`config.mk`:
```
export PLATFORM = sky130hd
export DESIGN_NAME = halton2d_seq_ctrl
export DESIGN_NICKNAME = d
export VERILOG_FILES = /design/src/rtl/halton_pkg.sv /design/src/rtl/halton_watchdog.sv /design/src/rtl/halton2d_seq_ctrl.sv
export SDC_FILE = /design/constraint.sdc
export NUM_CORES = 1
export LEC_CHECK = 0
export BUFFER_PORTS_ARGS = -buffer_cell sky130_fd_sc_hd__buf_2
export CAP_MARGIN = 20
export CORE_AREA = 4 4 137 139
export CTS_BUF_LIST = sky130_fd_sc_hd__clkbuf_4 sky130_fd_sc_hd__clkbuf_8
export DETAILED_ROUTE_END_ITERATION = 8
export DIE_AREA = 0 0 141 143
export PLACE_DENSITY = 0.73
export SYNTH_ARGS = -nofsm -noshare
export SYNTH_HDL_FRONTEND = slang
export SYNTH_SLANG_ARGS = --single-unit
```
`constraint.sdc`:
```
create_clock -name clk -period 8.8 [get_ports clk]
set_clock_uncertainty 0.05 [all_clocks]
set_input_delay 0 -clock clk [delete_from_list [all_inputs] [get_ports clk]]
set_output_delay 0 -clock clk [all_outputs]
set_load 0.05 [all_outputs]
```
`src/rtl/halton_pkg.sv`:
```
// Shared types and constants for the 2-D Halton point scheduler.
// State encoding is also exported on the top level as a debug output.
package halton_pkg;

    localparam int FRAC_W = 16;
    localparam int IDX_W  = 32;

    localparam logic [1:0] BASE_SEL_2 = 2'b00;
    localparam logic [1:0] BASE_SEL_3 = 2'b01;
    localparam logic [1:0] BASE_SEL_7 = 2'b10;

    typedef enum logic [2:0] {
        IDLE   = 3'd0,
        ISSUE0 = 3'd1,
        WAIT0  = 3'd2,
        ARM1   = 3'd3,
        ISSUE1 = 3'd4,
        WAIT1  = 3'd5,
        HOLD   = 3'd6,
        ERR    = 3'd7
    } state_t;

endpackage

```
`src/rtl/halton_watchdog.sv`:
```
// Loadable down-counter with an expire flag. The flag is raised while
// enabled and the count has reached zero.
module halton_watchdog #(
    parameter int W = 32
) (
    input  logic         clk,
    input  logic         rst,
    input  logic         i_load,
    input  logic [W-1:0] i_load_val,
    input  logic         i_en,
    output logic         o_expired
);

    logic [W-1:0] r_cnt;

    always_ff @(posedge clk or posedge rst) begin
        if (rst) begin
            r_cnt <= '0;
        end else if (i_load) begin
            r_cnt <= i_load_val;
        end else if (i_en && (r_cnt != '0)) begin
            r_cnt <= r_cnt - W'(1);
        end
    end

    assign o_expired = i_en && (r_cnt == '0);

endmodule

```
`src/rtl/halton2d_seq_ctrl.sv`:
```
// Time-shares one van der Corput core to build 2-D Halton points:
// per index k a dim0 job then a dim1 job, paired and offered on pt_valid/pt_ready.
module halton2d_seq_ctrl
    import halton_pkg::*;
#(
    parameter logic [1:0]       DIM0_BASE_SEL  = BASE_SEL_2,
    parameter logic [1:0]       DIM1_BASE_SEL  = BASE_SEL_3,
    parameter logic [IDX_W-1:0] K_START        = 32'd1,
    parameter int               TIMEOUT_CYCLES = 256
) (
    input  logic              clk,
    input  logic              rst,
    input  logic              run,
    input  logic              seed_we,
    input  logic [IDX_W-1:0]  seed_k,
    input  logic              err_clr,
    input  logic              core_ready,
    input  logic              core_done,
    input  logic [31:0]       core_result,
    output logic              core_start,
    output logic [IDX_W-1:0]  core_k,
    output logic [1:0]        core_base_sel,
    output logic              pt_valid,
    input  logic              pt_ready,
    output logic [FRAC_W-1:0] pt_x,
    output logic [FRAC_W-1:0] pt_y,
    output logic [IDX_W-1:0]  pt_k,
    output logic              busy,
    output logic              err,
    output logic [2:0]        dbg_state
);

    // Point handshake: a point transfers on a rising clk edge where pt_valid
    // and pt_ready are both high; pt_valid and the payload hold until then.

    localparam int WD_W = 32;
    // The counter is loaded while ISSUEx is active and checked from the
    // first WAITx cycle, so TIMEOUT_CYCLES-2 lands the error exactly
    // TIMEOUT_CYCLES cycles after core_start rises.
    localparam logic [WD_W-1:0] WD_LOAD = WD_W'(TIMEOUT_CYCLES - 2);

    state_t             r_state;
    logic [IDX_W-1:0]   r_k;
    logic               r_done_q;
    logic               r_core_start;
    logic [IDX_W-1:0]   r_core_k;
    logic [1:0]         r_core_base_sel;
    logic               r_pt_valid;
    logic [FRAC_W-1:0]  r_pt_x;
    logic [FRAC_W-1:0]  r_pt_y;
    logic [IDX_W-1:0]   r_pt_k;
    logic               r_busy;
    logic               r_err;

    logic               w_done_rise;
    logic               w_in_wait;
    logic               w_wd_load;
    logic               w_wd_en;
    logic               w_wd_expired;
    logic [IDX_W-1:0]   w_k_next;
    logic               w_unused_hi;

    assign w_done_rise = core_done & ~r_done_q;
    assign w_in_wait   = (r_state == WAIT0) || (r_state == WAIT1);
    assign w_wd_load   = (r_state == ISSUE0) || (r_state == ISSUE1);
    assign w_wd_en     = w_in_wait & ~w_done_rise;
    assign w_k_next    = (r_k == 32'hFFFF_FFFF) ? K_START : (r_k + 32'd1);
    assign w_unused_hi = ^core_result[31:16];

    halton_watchdog #(
        .W (WD_W)
    ) u_watchdog (
        .clk        (clk),
        .rst        (rst),
        .i_load     (w_wd_load),
        .i_load_val (WD_LOAD),
        .i_en       (w_wd_en),
        .o_expired  (w_wd_expired)
    );

    always_ff @(posedge clk or posedge rst) begin
        if (rst) begin
            r_state         <= IDLE;
            r_k             <= K_START;
            r_done_q        <= 1'b0;
            r_core_start    <= 1'b0;
            r_core_k        <= '0;
            r_core_base_sel <= '0;
            r_pt_valid      <= 1'b0;
            r_pt_x          <= '0;
            r_pt_y          <= '0;
            r_pt_k          <= '0;
            r_busy          <= 1'b0;
            r_err           <= 1'b0;
        end else begin
            r_done_q     <= core_done;
            r_core_start <= 1'b0;
            case (r_state)
                IDLE: begin
                    if (seed_we) begin
                        r_k <= seed_k;
                    end else if (run && core_ready) begin
                        r_state         <= ISSUE0;
                        r_core_start    <= 1'b1;
                        r_core_k        <= r_k;
                        r_core_base_sel <= DIM0_BASE_SEL;
                        r_busy          <= 1'b1;
                    end
                end
                ISSUE0: r_state <= WAIT0;
                WAIT0: begin
                    if (w_done_rise) begin
                        r_pt_x  <= core_result[FRAC_W-1:0];
                        r_state <= ARM1;
                    end else if (w_wd_expired) begin
                        r_state <= ERR;
                        r_err   <= 1'b1;
                        r_busy  <= 1'b0;
                    end
                end
                ARM1: begin
                    if (core_ready) begin
                        r_state         <= ISSUE1;
                        r_core_start    <= 1'b1;
                        r_core_k        <= r_k;
                        r_core_base_sel <= DIM1_BASE_SEL;
                    end
                end
                ISSUE1: r_state <= WAIT1;
                WAIT1: begin
                    if (w_done_rise) begin
                        r_pt_y     <= core_result[FRAC_W-1:0];
                        r_pt_k     <= r_k;
                        r_pt_valid <= 1'b1;
                        r_state    <= HOLD;
                        r_busy     <= 1'b0;
                    end else if (w_wd_expired) begin
                        r_state <= ERR;
                        r_err   <= 1'b1;
                        r_busy  <= 1'b0;
                    end
                end
                HOLD: begin
                    // The next job may only start on the accepting edge,
                    // so core_start never overlaps a presented point.
                    if (pt_ready) begin
                        r_pt_valid <= 1'b0;
                        r_k        <= w_k_next;
                        if (run && core_ready) begin
                            r_state         <= ISSUE0;
                            r_core_start    <= 1'b1;
                            r_core_k        <= w_k_next;
                            r_core_base_sel <= DIM0_BASE_SEL;
                            r_busy          <= 1'b1;
                        end else begin
                            r_state <= IDLE;
                        end
                    end
                end
                ERR: begin
                    if (err_clr) begin
                        r_state <= IDLE;
                        r_err   <= 1'b0;
                    end
                end
                default: r_state <= IDLE;
            endcase
        end
    end

    assign core_start    = r_core_start;
    assign core_k        = r_core_k;
    assign core_base_sel = r_core_base_sel;
    assign pt_valid      = r_pt_valid;
    assign pt_x          = r_pt_x;
    assign pt_y          = r_pt_y;
    assign pt_k          = r_pt_k;
    assign busy          = r_busy;
    assign err           = r_err;
    assign dbg_state     = r_state;

endmodule

```
==> results.ini <==
[outcome]
status = completed

[sta]
fmax_mhz = 272
holdWs_ps = 167
finalCritPeriodShare_pct = 41.8
rsz0062_at_grt = false
worst_slew_pin_slew_ps = 1040
hold_viol = 0
fin_crit_ps = 3680
maxSlewHeadroom_pct = 30.3
maxSlewViolCount = 0
setup_viol = 0
finalSetupTns_ps = 0

[routing]
drt_iter0_drc = 722
drtAntennaViolNets = 0
first_pass_iters = 7
vias = 7728
drt-wirelength-per-cell_um = 18.5
wirelength_um = 23500
via_per_inst = 6.08
drcViolationCount = 0

[synth]
post-synth-top-area-fraction_pct = 48.4
ys.flop_type = dfrtp_1
syn_nets = 939
yosysWarnings = 0
ys_top_cells_by_area = dfrtp_1 48%, mux2_2 8.3%, nand2_1 3.5%, clkbuf_1 2.6%, o21ai_0 2.1%
synth_top_area_cell = dfrtp_1
synth_edf_count = 0
synth_cell_types = 72
synthArstFlopShare_pct = 100
synth_seq_cells = 169
syn_area_per_cell_um2 = 10.0
synth_area_mm2 = 0.00868
ys_seq_area_share_pct = 48.7
synth_cells = 864

[clocking]
cts.sinks = 169
path_clk_slew_ps = 90
htreeDepth = 4
clockBufferDepth = 2
clock_latency_ps = 470
root_buffer = clkbuf_8
cts_made_buffers = 17
cts_tree = done

[floorplan]
start_util_pct = 49.2
fp.dieW_um = 141
die_area_mm2 = 0.0202
core-area_mm2 = 0.0177
fp-row-count = 49
die_y_um = 143
io_pins = 177

[global_route]
grt.overflow.total = 0
antenna_found_initial = 0
grt_pass1_vias = 7264
grt_pass1_wl_um = 38400
grt_max_degree = 97
grt_usage_pct = 23.6

[critical_path]
startpoint = r_k[0]
crit_chain = ha_1 -> nand3_1 -> or4_1 -> or4_1 -> buf_4 -> nand2_1 -> o221ai_1
cp.required_ps = 9070
critPathSlowestCell = or4_1
crit_arrival_ps = 3950
critPathLaunchType = register
crit_type = reg -> reg
r2r-start = r_k[0]
path_common_cell = or4_1
worst-path-max-fanout = 26
slowest_delay_ps = 890
endpoint_kind = register

[cells_and_area]
drive_gt1_share_pct = 27.2
utilization_pct = 59.4
nets = 1106
fin_cells = 1272
diodes = 0
areaGrowthSynthToFinish_pct = 20.8

[placed_design]
portBuffers = 159
dp_hpwl_um = 15300
globalplace.congestion = 0.836
place_inst = 1185

[hold_path]
hp-start = core_done
hold_class = in -> reg

[power]
power.ir.vdd_worst_mv = 0.220
powerDensity_mw_per_mm2 = 365
p_leak_nw = 4.56

[flow_run]
drv_cap = 0

[kinds of logic (layout without fill, tap and decap cells)]
family	Yosys count	after routing	synth area share, %
AO/OA/AOI/OAI	222	222	17.6
AND/OR/NAND/NOR	290	290	18.2
multiplexers	74	74	9.45
adder cells (fa/ha/maj)	3	3	0.432
other	1	1	0.0432
XOR/XNOR	11	11	1.11
flip-flops	169	169	48.7
buffers and inverters	94	273	4.44
[placed cells by master, fill, tap and decap left out, types with 19 or more instances in the layout]
cell type	count
mux2_2	64
nor2_1	31
nor3_1	20
o21ai_0	36
clkbuf_8	19
nand4_1	19
buf_2	160
dlygate4sd3_1	55
a21oi_1	34
nand2_1	80
nand3_1	31
a31oi_1	24
dfrtp_1	168
[critical path, delay by kind of cell (launching register included)]
kind                     cells  cell delay, ps
adder cells (fa/ha/maj)      1             220
AO/OA/AOI/OAI                1             160
buffers and inverters        1             360
flip-flops                   1             590
AND/OR/NAND/NOR              4            2160
[final timing paths]
path	endpoint	slack [ps]	depth (start not counted)
worst min-delay path	r_done_q	170	2
max in group asynchronous	u_watchdog.r_cnt[12]	7010	4
worst max-delay path	r_k[29]	5120	7
worst max register to register	r_k[29]	5120	7
worst min register to register	core_k[2]	430	2
min in group asynchronous	pt_k[4]	230	3
[power breakdown]
part	internal (mW)	total (mW)	leakage, nW	switching, mW
clock network	0.273	0.564	0.199	0.292
registers	1.08	1.40	2.09	0.322
logic	0.535	1.87	2.27	1.33
[state kept, by name, indices dropped and copies added (netlist names)]
name	flops
pt_valid	1
u_watchdog.r_cnt	32
r_k	32
r_done_q	1
busy	1
dbg_state	3
core_start	1
pt_x	16
core_k	32
err	1
pt_y	16
pt_k	32
core_base_sel	1
[per-stage QoR]
step	cell area (um2)	worst slack, ps	power (mW)
3_5_place_dp	9540	5170	3.25
5_1_grt	10500	4920	4.05
6_report	10500	5120	3.83
3_3_place_gp	9540	5170	3.21
2_1_floorplan	8680	4180	2.78
4_1_cts	10500	5160	3.84
[per-layer routing]
layer / wire length (um) / track usage [%] / share of wire, %
met5: 0 / 0 / 0
met4: 466 / 7.85 / 2.0
met3: 1700 / 5.39 / 7.2
met2: 11100 / 37.1 / 47
met1: 10300 / 32.6 / 44
[timing repair]
item / in CTS / in global routing
gates resized for setup: 0 / 0
hold endpoints to repair: 165 / 0
hold buffers: 55 / 0
setup buffers: 0 / 0
[final cells by class]
cell class | count | area [um2]
clock buffer | 21 | 277
clock inverter | 10 | 116
fill | 1534 | 7170
inverter | 17 | 68.8
multi-input combinational | 601 | 4090
sequential | 169 | 4230
tap | 229 | 287
timing repair buffer | 225 | 1430
[cell usage after synthesis, types with 6 or more instances]
cell type / n
nand2b_1: 9
and2_1: 7
o31ai_1: 16
buf_2: 11
a211oi_1: 6
o21ai_1: 8
nor4_1: 13
o21ai_0: 36
inv_1: 17
clkbuf_1: 59
and4_1: 7
a22o_1: 7
a21oi_1: 35
or3_1: 18
nand3_1: 31
o22ai_1: 10
mux2_2: 64
nor2_1: 32
xnor2_1: 6
dfrtp_1: 168
o41ai_1: 13
nor3_1: 20
nand2_1: 80
a31oi_1: 24
o211ai_1: 9
nand4_1: 19
or4_1: 17
and3_1: 8
mux2i_1: 10
a32oi_1: 10
(Power assumes the default switching activity.)
